===== src/rtl/env_scan_reader_if.sv =====
// Bus bundle for env_scan_reader.
//   master (reader side): drives memory read request and pixel stream, samples rd_data/pix_ready.
//   slave  (RAM + consumer side): returns rd_data, applies pix_ready.
//   rd_en/rd_x/rd_y : read strobe and raster address
//   rd_data         : cell data returned a fixed latency after rd_en
//   pix_valid/pix_ready/pix_data/pix_x/pix_y : valid/ready cell stream with coordinates
interface env_scan_reader_if #(
  parameter int unsigned X_bits = 10,
  parameter int unsigned Y_bits = 9,
  parameter int unsigned DATA_W = 8
);
  logic              rd_en;
  logic [X_bits-1:0] rd_x;
  logic [Y_bits-1:0] rd_y;
  logic [DATA_W-1:0] rd_data;
  logic              pix_valid;
  logic              pix_ready;
  logic [DATA_W-1:0] pix_data;
  logic [X_bits-1:0] pix_x;
  logic [Y_bits-1:0] pix_y;

  modport master (
    output rd_en, rd_x, rd_y,
    input  rd_data,
    output pix_valid, pix_data, pix_x, pix_y,
    input  pix_ready
  );

  modport slave (
    input  rd_en, rd_x, rd_y,
    output rd_data,
    input  pix_valid, pix_data, pix_x, pix_y,
    output pix_ready
  );
endinterface


===== src/rtl/env_scan_reader.sv =====
// Raster-order read scanner for the environment store. Issues fixed-latency reads under a
// credit limit, tags returns with their (x,y), buffers them in a small FIFO and streams cells
// to the display pipeline over valid/ready.
//   clk           : clock, rising edge
//   rst           : asynchronous active-high reset
//   frame_start_i : 1-cycle pulse starting a frame pass (only honoured when idle)
//   busy_o        : high whenever not idle
//   frame_done_o  : 1-cycle pulse once the last cell of the frame has been accepted
//   bus           : memory read request/return and pixel stream (master side)
module env_scan_reader #(
  parameter int unsigned X_bits   = 10,
  parameter int unsigned Y_bits   = 9,
  parameter int unsigned PIXELS_X = 640,
  parameter int unsigned PIXELS_Y = 480,
  parameter int unsigned DATA_W   = 8,
  parameter int unsigned RD_LAT   = 2,
  parameter int unsigned DEPTH    = 4
) (
  input  logic                clk,
  input  logic                rst,
  input  logic                frame_start_i,
  output logic                busy_o,
  output logic                frame_done_o,
  env_scan_reader_if.master   bus
);

  localparam int unsigned PTR_W = $clog2(DEPTH);
  localparam int unsigned CNT_W = $clog2(DEPTH + 1);
  localparam int unsigned INF_W = $clog2(RD_LAT + 1);
  localparam int unsigned OCC_W = $clog2(DEPTH + RD_LAT + 2) + 1;

  typedef struct packed {
    logic [DATA_W-1:0] data;
    logic [X_bits-1:0] x;
    logic [Y_bits-1:0] y;
  } cell_t;

  typedef enum logic [1:0] {S_IDLE, S_SCAN, S_DRAIN, S_DONE} state_t;

  state_t            state_q, state_d;
  logic [X_bits-1:0] x_q, x_d;
  logic [Y_bits-1:0] y_q, y_d;
  logic              rd_en_q, rd_en_d;
  logic [X_bits-1:0] rd_x_q, rd_x_d;
  logic [Y_bits-1:0] rd_y_q, rd_y_d;
  logic              busy_q, busy_d;
  logic              frame_done_q, frame_done_d;

  logic [RD_LAT-1:0] stg_v_q;
  logic [X_bits-1:0] stg_x_q [RD_LAT];
  logic [Y_bits-1:0] stg_y_q [RD_LAT];
  logic [INF_W-1:0]  inflight_q, inflight_d;

  cell_t             fifo_q [DEPTH];
  logic [PTR_W-1:0]  wr_ptr_q, rd_ptr_q;
  logic [CNT_W-1:0]  count_q, count_d;
  cell_t             head;

  logic              push, pop, issue, last_cell, last_col, credit_ok, drained;
  logic [OCC_W-1:0]  occ;

  assign push = stg_v_q[RD_LAT-1];
  assign pop  = (count_q != '0) && bus.pix_ready;

  // Occupancy the FIFO would reach next cycle without a new read: buffered cells minus this
  // cycle's pop, plus everything already requested (read strobe out now and tags in flight).
  assign occ = OCC_W'(count_q) + OCC_W'(inflight_q) + OCC_W'(rd_en_q) - OCC_W'(pop);
  assign credit_ok = occ < OCC_W'(DEPTH);

  assign last_col  = (x_q == X_bits'(PIXELS_X - 1));
  assign last_cell = last_col && (y_q == Y_bits'(PIXELS_Y - 1));
  assign drained   = (count_q == '0) && (inflight_q == '0) && !rd_en_q;

  // Next-state, read issue and scan advance
  always_comb begin
    state_d = state_q;
    x_d     = x_q;
    y_d     = y_q;
    rd_en_d = 1'b0;
    rd_x_d  = rd_x_q;
    rd_y_d  = rd_y_q;
    issue   = 1'b0;
    case (state_q)
      S_IDLE: begin
        if (frame_start_i) begin
          issue   = 1'b1;
          state_d = last_cell ? S_DRAIN : S_SCAN;
        end
      end
      S_SCAN: begin
        if (credit_ok) begin
          issue = 1'b1;
          if (last_cell) state_d = S_DRAIN;
        end
      end
      S_DRAIN: begin
        if (drained) state_d = S_DONE;
      end
      S_DONE:  state_d = S_IDLE;
      default: state_d = S_IDLE;
    endcase
    if (issue) begin
      rd_en_d = 1'b1;
      rd_x_d  = x_q;
      rd_y_d  = y_q;
      if (last_col) begin
        x_d = '0;
        y_d = last_cell ? '0 : y_q + Y_bits'(1);
      end else begin
        x_d = x_q + X_bits'(1);
      end
    end
    busy_d       = (state_d != S_IDLE);
    frame_done_d = (state_d == S_DONE);
  end

  // FSM, scan position and registered control outputs
  always_ff @(posedge clk or posedge rst) begin
    if (rst) begin
      state_q      <= S_IDLE;
      x_q          <= '0;
      y_q          <= '0;
      rd_en_q      <= 1'b0;
      rd_x_q       <= '0;
      rd_y_q       <= '0;
      busy_q       <= 1'b0;
      frame_done_q <= 1'b0;
    end else begin
      state_q      <= state_d;
      x_q          <= x_d;
      y_q          <= y_d;
      rd_en_q      <= rd_en_d;
      rd_x_q       <= rd_x_d;
      rd_y_q       <= rd_y_d;
      busy_q       <= busy_d;
      frame_done_q <= frame_done_d;
    end
  end

  assign inflight_d = inflight_q + INF_W'(rd_en_q) - INF_W'(push);

  // Tag pipeline: exits in the same cycle the memory presents the matching rd_data
  always_ff @(posedge clk or posedge rst) begin
    if (rst) begin
      stg_v_q    <= '0;
      inflight_q <= '0;
      for (int unsigned i = 0; i < RD_LAT; i++) begin
        stg_x_q[i] <= '0;
        stg_y_q[i] <= '0;
      end
    end else begin
      stg_v_q[0] <= rd_en_q;
      stg_x_q[0] <= rd_x_q;
      stg_y_q[0] <= rd_y_q;
      for (int unsigned i = 1; i < RD_LAT; i++) begin
        stg_v_q[i] <= stg_v_q[i-1];
        stg_x_q[i] <= stg_x_q[i-1];
        stg_y_q[i] <= stg_y_q[i-1];
      end
      inflight_q <= inflight_d;
    end
  end

  assign count_d = count_q + CNT_W'(push) - CNT_W'(pop);

  // Output FIFO; credit limit keeps pushes away from a full buffer
  always_ff @(posedge clk or posedge rst) begin
    if (rst) begin
      wr_ptr_q <= '0;
      rd_ptr_q <= '0;
      count_q  <= '0;
      for (int unsigned i = 0; i < DEPTH; i++) fifo_q[i] <= '0;
    end else begin
      if (push) begin
        fifo_q[wr_ptr_q] <= '{data: bus.rd_data, x: stg_x_q[RD_LAT-1], y: stg_y_q[RD_LAT-1]};
        wr_ptr_q         <= wr_ptr_q + PTR_W'(1);
      end
      if (pop) rd_ptr_q <= rd_ptr_q + PTR_W'(1);
      count_q <= count_d;
    end
  end

  assign head = fifo_q[rd_ptr_q];

  assign bus.rd_en     = rd_en_q;
  assign bus.rd_x      = rd_x_q;
  assign bus.rd_y      = rd_y_q;
  assign bus.pix_valid = (count_q != '0);
  assign bus.pix_data  = head.data;
  assign bus.pix_x     = head.x;
  assign bus.pix_y     = head.y;
  assign busy_o        = busy_q;
  assign frame_done_o  = frame_done_q;

endmodule

===== src/flat_wrapper.sv =====
// flat-port wrapper written by rule: the top's interface ports become plain ports
module env_scan_reader_flat 
#(
  parameter int unsigned X_bits   = 10,
  parameter int unsigned Y_bits   = 9,
  parameter int unsigned PIXELS_X = 640,
  parameter int unsigned PIXELS_Y = 480,
  parameter int unsigned DATA_W   = 8,
  parameter int unsigned RD_LAT   = 2,
  parameter int unsigned DEPTH    = 4
)
  (clk, rst, frame_start_i, busy_o, frame_done_o, bus_rd_en, bus_rd_x, bus_rd_y, bus_rd_data, bus_pix_valid, bus_pix_data, bus_pix_x, bus_pix_y, bus_pix_ready);
  env_scan_reader_if #(.X_bits(X_bits), .Y_bits(Y_bits), .DATA_W(DATA_W)) bus_i ();
  input  logic clk;
  input  logic rst;
  input  logic frame_start_i;
  output logic busy_o;
  output logic frame_done_o;
  output wire logic [$bits(bus_i.rd_en)-1:0] bus_rd_en;
  output wire logic [$bits(bus_i.rd_x)-1:0] bus_rd_x;
  output wire logic [$bits(bus_i.rd_y)-1:0] bus_rd_y;
  input wire logic [$bits(bus_i.rd_data)-1:0] bus_rd_data;
  output wire logic [$bits(bus_i.pix_valid)-1:0] bus_pix_valid;
  output wire logic [$bits(bus_i.pix_data)-1:0] bus_pix_data;
  output wire logic [$bits(bus_i.pix_x)-1:0] bus_pix_x;
  output wire logic [$bits(bus_i.pix_y)-1:0] bus_pix_y;
  input wire logic [$bits(bus_i.pix_ready)-1:0] bus_pix_ready;
  assign bus_rd_en = bus_i.rd_en;
  assign bus_rd_x = bus_i.rd_x;
  assign bus_rd_y = bus_i.rd_y;
  assign bus_i.rd_data = bus_rd_data;
  assign bus_pix_valid = bus_i.pix_valid;
  assign bus_pix_data = bus_i.pix_data;
  assign bus_pix_x = bus_i.pix_x;
  assign bus_pix_y = bus_i.pix_y;
  assign bus_i.pix_ready = bus_pix_ready;
  env_scan_reader #(.X_bits(X_bits), .Y_bits(Y_bits), .PIXELS_X(PIXELS_X), .PIXELS_Y(PIXELS_Y), .DATA_W(DATA_W), .RD_LAT(RD_LAT), .DEPTH(DEPTH)) u_core (.clk(clk), .rst(rst), .frame_start_i(frame_start_i), .busy_o(busy_o), .frame_done_o(frame_done_o), .bus(bus_i));
endmodule

===== config.mk =====
export PLATFORM = sky130hd
export DESIGN_NAME = env_scan_reader_flat
export DESIGN_NICKNAME = d
export VERILOG_FILES = /design/src/rtl/env_scan_reader_if.sv /design/src/rtl/env_scan_reader.sv /design/src/flat_wrapper.sv
export SDC_FILE = /design/constraint.sdc
export NUM_CORES = 1
export LEC_CHECK = 0
export BUFFER_PORTS_ARGS = -buffer_cell sky130_fd_sc_hd__clkbuf_2
export CAP_MARGIN = 10
export CORE_MARGIN = 2
export CORE_UTILIZATION = 50
export DETAILED_ROUTE_END_ITERATION = 16
export PLACE_DENSITY = 0.68
export RECOVER_POWER = 25
export SLEW_MARGIN = 20
export SYNTH_ARGS = -nofsm -noshare
export SYNTH_HDL_FRONTEND = slang
export SYNTH_SLANG_ARGS = --single-unit

===== constraint.sdc =====
create_clock -name clk -period 12.1 [get_ports clk]
set_input_delay 0.605 -clock clk [delete_from_list [all_inputs] [get_ports clk]]
set_output_delay 0.605 -clock clk [all_outputs]
set_load 0.05 [all_outputs]

# Word-level counts from Yosys, hierarchy flattened
# Index checks and enable logic that the tools add are counted.
dict set report op_classes {
  addsub 11
  order_cmp 4
  eq_ne 6
  n_mux 18
  bitwise_logic 2
  reduce_logical 12
}
# operator count
set ops {}
lappend ops {{$bwmux 108} 1}
lappend ops {{$mux 27} 3}
lappend ops {{$bmux 27 s2} 1}
lappend ops {{$demux 27 s2} 1}
lappend ops {{$add 10x1->10 const B} 1}
lappend ops {{$eq 10x10->1 const B} 1}
lappend ops {{$mux 10} 1}
lappend ops {{$mux 2} 5}
lappend ops {{$add 9x1->9 const B} 1}
lappend ops {{$eq 9x9->1 const B} 1}
lappend ops {{$mux 9} 1}
lappend ops {{$pmux 2 s4} 1}
lappend ops {{$eq 2x2->1 const B} 3}
lappend ops {{$ge 3x3->1 const B} 2}
lappend ops {{$not 2->3} 2}
lappend ops {{$logic_and 1x1->1} 5}
lappend ops {{$add 2x1->2 const B} 2}
lappend ops {{$add 3x2->4} 1}
lappend ops {{$add 4x1->4} 1}
lappend ops {{$logic_not 2->1} 2}
lappend ops {{$lt 4x3->1 const B} 1}
lappend ops {{$sub 4x1->4} 1}
lappend ops {{$add 3x1->3} 1}
lappend ops {{$logic_not 3->1} 1}
lappend ops {{11 further kinds} 13}
dict set report totals {
  regBits 200
  in_bits 12
  output_inout_bits 50
  wordCells 82
}

# Depth between registers and ports, before layout
dict set report logic_depth {
  word_depth 7
  ltp_mapped 12
  mapped_depth_nobuf 10
}

# Worst setup path after synthesis
# OpenSTA, ideal clock, no wires.
dict set report synth_timing {
  kind {register -> register}
  startpoint {register u_core.count_q[2]}
  endpoint {register u_core.rd_x_q[0] (netlist: u_core.bus.rd_x[0])}
  setup_ns 0.128
  arrival_ns 2.775
  required_ns 11.972
  slack_ns 9.197
  stages_incl_launch_ff 12
  n_path_buf 2
  period_less_slack_ns 2.903
  path_cell_list {dfrtp_1 -> or3_4 -> nand2_1 -> or2_2 -> nand2_1 -> ha_1 -> nand3_1 -> and3_1 -> o31ai_4 -> buf_6 -> buf_6 -> mux2_1}
}
dict set report synth_via {
  elab_chain_cells 6
  elab_cells_between_ends 8
  cone_classes {add/sub (3); order compare (1); mux (2); reduce/logical (2)}
}
# item line
set synth_lines {}
lappend synth_lines {{start: declaration} env_scan_reader.sv:56} ;# logic [CNT_W-1:0] count_q, count_d;
lappend synth_lines {{start signal: assignment} env_scan_reader.sv:179} ;# count_q <= count_d;
lappend synth_lines {{$reduce_bool 3->1} -}
lappend synth_lines {{named net bus_pix_valid} flat_wrapper.sv:23} ;# output wire logic [$bits(bus_i.pix_valid)-1:0] bus_pix_valid;
lappend synth_lines {{$logic_and 1x1->1} env_scan_reader.sv:63} ;# assign pop = (count_q != '0) && bus.pix_ready;
lappend synth_lines {{$sub 4x1->4} env_scan_reader.sv:67} ;# assign occ = OCC_W'(count_q) + OCC_W'(inflight_q) + OCC_W'(rd_en_q) - OCC_W'(pop);
lappend synth_lines {{$lt 4x3->1} env_scan_reader.sv:68} ;# assign credit_ok = occ < OCC_W'(DEPTH);
lappend synth_lines {{$mux 1} env_scan_reader.sv:91} ;# if (credit_ok) begin
lappend synth_lines {{$pmux 1 s2} env_scan_reader.sv:83} ;# case (state_q)
lappend synth_lines {{end signal: assignment} env_scan_reader.sv:133} ;# rd_x_q <= rd_x_d;
lappend synth_lines {{end: declaration} env_scan_reader.sv:44} ;# logic [X_bits-1:0] rd_x_q, rd_x_d;
# The timed path passes the listed nets, and every way through them passes these cells.
# A chain may end at the register's enable or synchronous reset.

==> results.yml <==
yosys:
  yosysUniqueCellTypes: 53
  postSynth.asyncResetShare_pct: 100
  ys_ff_latch: 200
  synthCells: 527
  synth_fp_nets: 553
  ys_seq_area_share_pct: 61.2
  synth.avg_cell_area_um2: 15.5
  ys.flop_type: "dfrtp_1"
  ys_warn_count: 0
  yosys-top-cells-area: "dfrtp_1 61%, mux2_2 17%, mux4_2 7.4%"
  synth_area_um2: 8180
  synth_top_area_cell: "dfrtp_1"
  yosysTopAreaCellShare_pct: 61.2
  synth_edf_count: 0
floorplan:
  die_x_um: 132
  ios: 62
  start_util_pct: 51.3
  rows: 46
  die-area_um2: 17400
  core_region_area_um2: 15900
  die_y_um: 132
worst_setup_path:
  worstPathRequired_ns: 12.49
  path_delay_family: "buffers and inverters"
  worst_r2r_endpoint: "u_core.y_q[5]$_DFFE_PP0P_"
  crit_type: "in2async"
  end_kind: "asynchronous set/reset pin"
  r2r_cells: 10
  reg2reg_from: "u_core.count_q[2]$_DFF_PP0_"
  slowest_stage: "clkinvlp_2"
  regToRegSetupSlack_ns: 8.98
  path_cells: "clkbuf_2, clkinvlp_2, buf_4"
  max_stage_delay_ns: 3.25
  critPathMaxFanout: 141
  crit_arrival_ns: 5.08
  critPathBufInv: 3
  cp-start-kind: "primary input"
timing:
  rsz0062_at_grt: "false"
  period_share_pct: 38.7
  setup_viol: 0
  max_freq_mhz: 213
  slew_headroom_pct: -296
  fin_hold_ws_ns: 0.349
  final_hold_viol_count: 0
  fin_ws_ns: 7.41
  period_needed_ns: 4.69
  tns_ns: 0
  tightest_slew_ns: 5.91
  final_max_slew_viol_count: 142
  skew_ns: 0.00827
grt:
  antenna_found_initial: 0
  grt_pass1_vias: 4736
  grt_max_degree: 142
  grt_pass1_wl_um: 25100
  grt_usage_pct: 18.4
  grt_overflow: 0
layout:
  final.fill_count: 1279
  diodes: 0
  nets: 620
  drive_gt1_share_pct: 43.5
  area_growth_pct: 13.8
  layout.cells.non_filler: 823
clocking:
  clk_latency_ns: 0.42
  cts-root-buf: "clkbuf_16"
  clockBufferDepth: 2
  tritoncts: "yes"
  path_clk_slew_ns: 0.07
  cts-buffers-inserted: 17
  cts_sinks: 200
  post-cts-setup-buffers: 0
  h-tree-depth: 4
  cts-resized-gates: 0
  ctsHoldBuffers: 0
route:
  drt-pass1-iter-count: 4
  drc_errors: 0
  routed_via_density: 5.41
  vias: 4450
  wire_per_inst_um: 17.9
  ant_nets: 0
  drt_first_iter_violations: 226
  finalWirelength_um: 14700
place:
  io_buffers: 61
  dp_hpwl_um: 9590
  dpl.cell_count: 791
  dp_slack_ns: 8.94
  gp_congestion: 0.842
min_path:
  hold_depth: 0
  hold_start: "u_core.stg_y_q[12]$_DFF_PP0_"
  holdPathEnd: "u_core.stg_y_q[3]$_DFF_PP0_"
  hold_class: "reg2reg"
run:
  cap_violations: 1
power_and_ir_drop:
  p_leak_nw: 4.48
  power_density_nw_per_um2: 252
  ir_drop_uv: 139
status:
  violations: "max-capacitance violations, max-slew violations"
  status: "complete, but fails checks"
==> cell families (layout without fill, tap and decap cells) <==
logic type,after synthesis,after routing,synth area share (%)
DFF,200,200,61.2
AOI/OAI and AO/OA,33,33,2.83
xor gates and xnor gates,14,14,1.50
buffers and inverters,39,119,2.22
and+or+nand+nor,73,73,5.14
muxes,154,154,24.9
adders and majority gates,14,14,2.23
==> sequential cells by signal, summed over array words and instances (netlist names), 3 cells and up <==
name	count
u_core.fifo_q	108
u_core.stg_x_q	20
u_core.stg_y_q	18
u_core.bus.rd_x	10
u_core.x_q	10
u_core.bus.rd_y	9
u_core.y_q	9
u_core.count_q	3
==> worst max-delay path by stage <==
stage,slack [ns],from,cells after the start,to
floorplan,6.04,rst,1,u_core.bus.rd_en$_DFF_PP0_
global placement,8.83,bus_pix_ready,9,u_core.y_q[4]$_DFFE_PP0P_
detailed placement,8.94,bus_pix_ready,10,u_core.y_q[5]$_DFFE_PP0P_
CTS,8.98,u_core.count_q[2]$_DFF_PP0_,11,u_core.y_q[5]$_DFFE_PP0P_
global route,6.37,rst,3,u_core.rd_ptr_q[0]$_DFFE_PP0P_
finish,7.41,rst,3,u_core.rd_ptr_q[0]$_DFFE_PP0P_
==> synthesized netlist by cell type, types with 2 or more instances <==
master	count
or4_1	2
a21o_1	2
xnor2_1	7
buf_6	2
mux2_1	3
nand3_1	9
inv_1	18
xor2_1	7
o31ai_1	6
ha_1	13
nor3_1	5
nor2b_1	3
nand2b_1	2
a21oi_1	2
dfrtp_1	200
clkbuf_1	3
nand2_1	23
o21ai_0	12
buf_2	13
nand4_1	2
and3_1	2
mux2_2	123
nor4_2	2
nor2_1	10
a21oi_2	2
mux4_2	27
==> through the flow <==
| step | utilization, % | area [um^2] | power, W |
|---|---|---|---|
| 6_report | 58.4 | 9310 | 0.00234 |
| 3_3_place_gp | 54.6 | 8710 | 0.00176 |
| 2_1_floorplan | - | 8180 | 0.00163 |
| 4_1_cts | 58.4 | 9310 | 0.00237 |
| 5_1_grt | 58.4 | 9310 | 0.00248 |
| 3_5_place_dp | 54.6 | 8710 | 0.00180 |
==> worst register-to-register path, stage by stage, from the launching register on <==
cell	delay, ns
dfrtp_1	0.43
or3_4	0.42
nand2_1	0.18
or2_2	0.16
ha_1	0.24
a21oi_2	0.22
and3_1	0.31
o31ai_4	0.10
buf_4	0.27
nor4_2	0.32
mux2_1	0.34
==> routing by layer <==
layer  share of wire (%)  vias up  GRT usage (%)
li1                    -     2031              -
met1                  46     2356           24.9
met2                  51       52           30.2
met3                 2.0       11           3.42
met4                 1.2        0           5.98
met5                   0        -              0
==> cell usage in the layout, fill, tap and decap left out, types with 5 or more instances in the layout <==
master     count
dfrtp_1      199
mux2_2       123
clkbuf_2      61
mux4_2        27
nand2_1       23
inv_1         17
clkbuf_16     17
ha_1          13
o21ai_0       12
nor2_1        10
nand3_1        9
xnor2_1        7
xor2_1         7
buf_4          7
nor3_1         5
o31ai_1        5
==> final cells by class <==
class,count,area (um^2),share of cell area [%]
Sequential cell,200,5010,53.8
Clock inverter,11,146,1.57
Timing Repair Buffer,68,358,3.85
Multi-Input combinational cell,288,3000,32.2
Clock buffer,21,450,4.84
Tap cell,216,270,2.90
Inverter,19,72.6,0.780
==> where the power goes <==
group	internal [W]	leakage, nW	switching, W	total (W)
sequential	0.000824	2.61	0.000126	0.000951
clock	0.000331	0.288	0.000236	0.000567
combinational	0.000340	1.58	0.000483	0.000823
(Power assumes the default switching activity.)
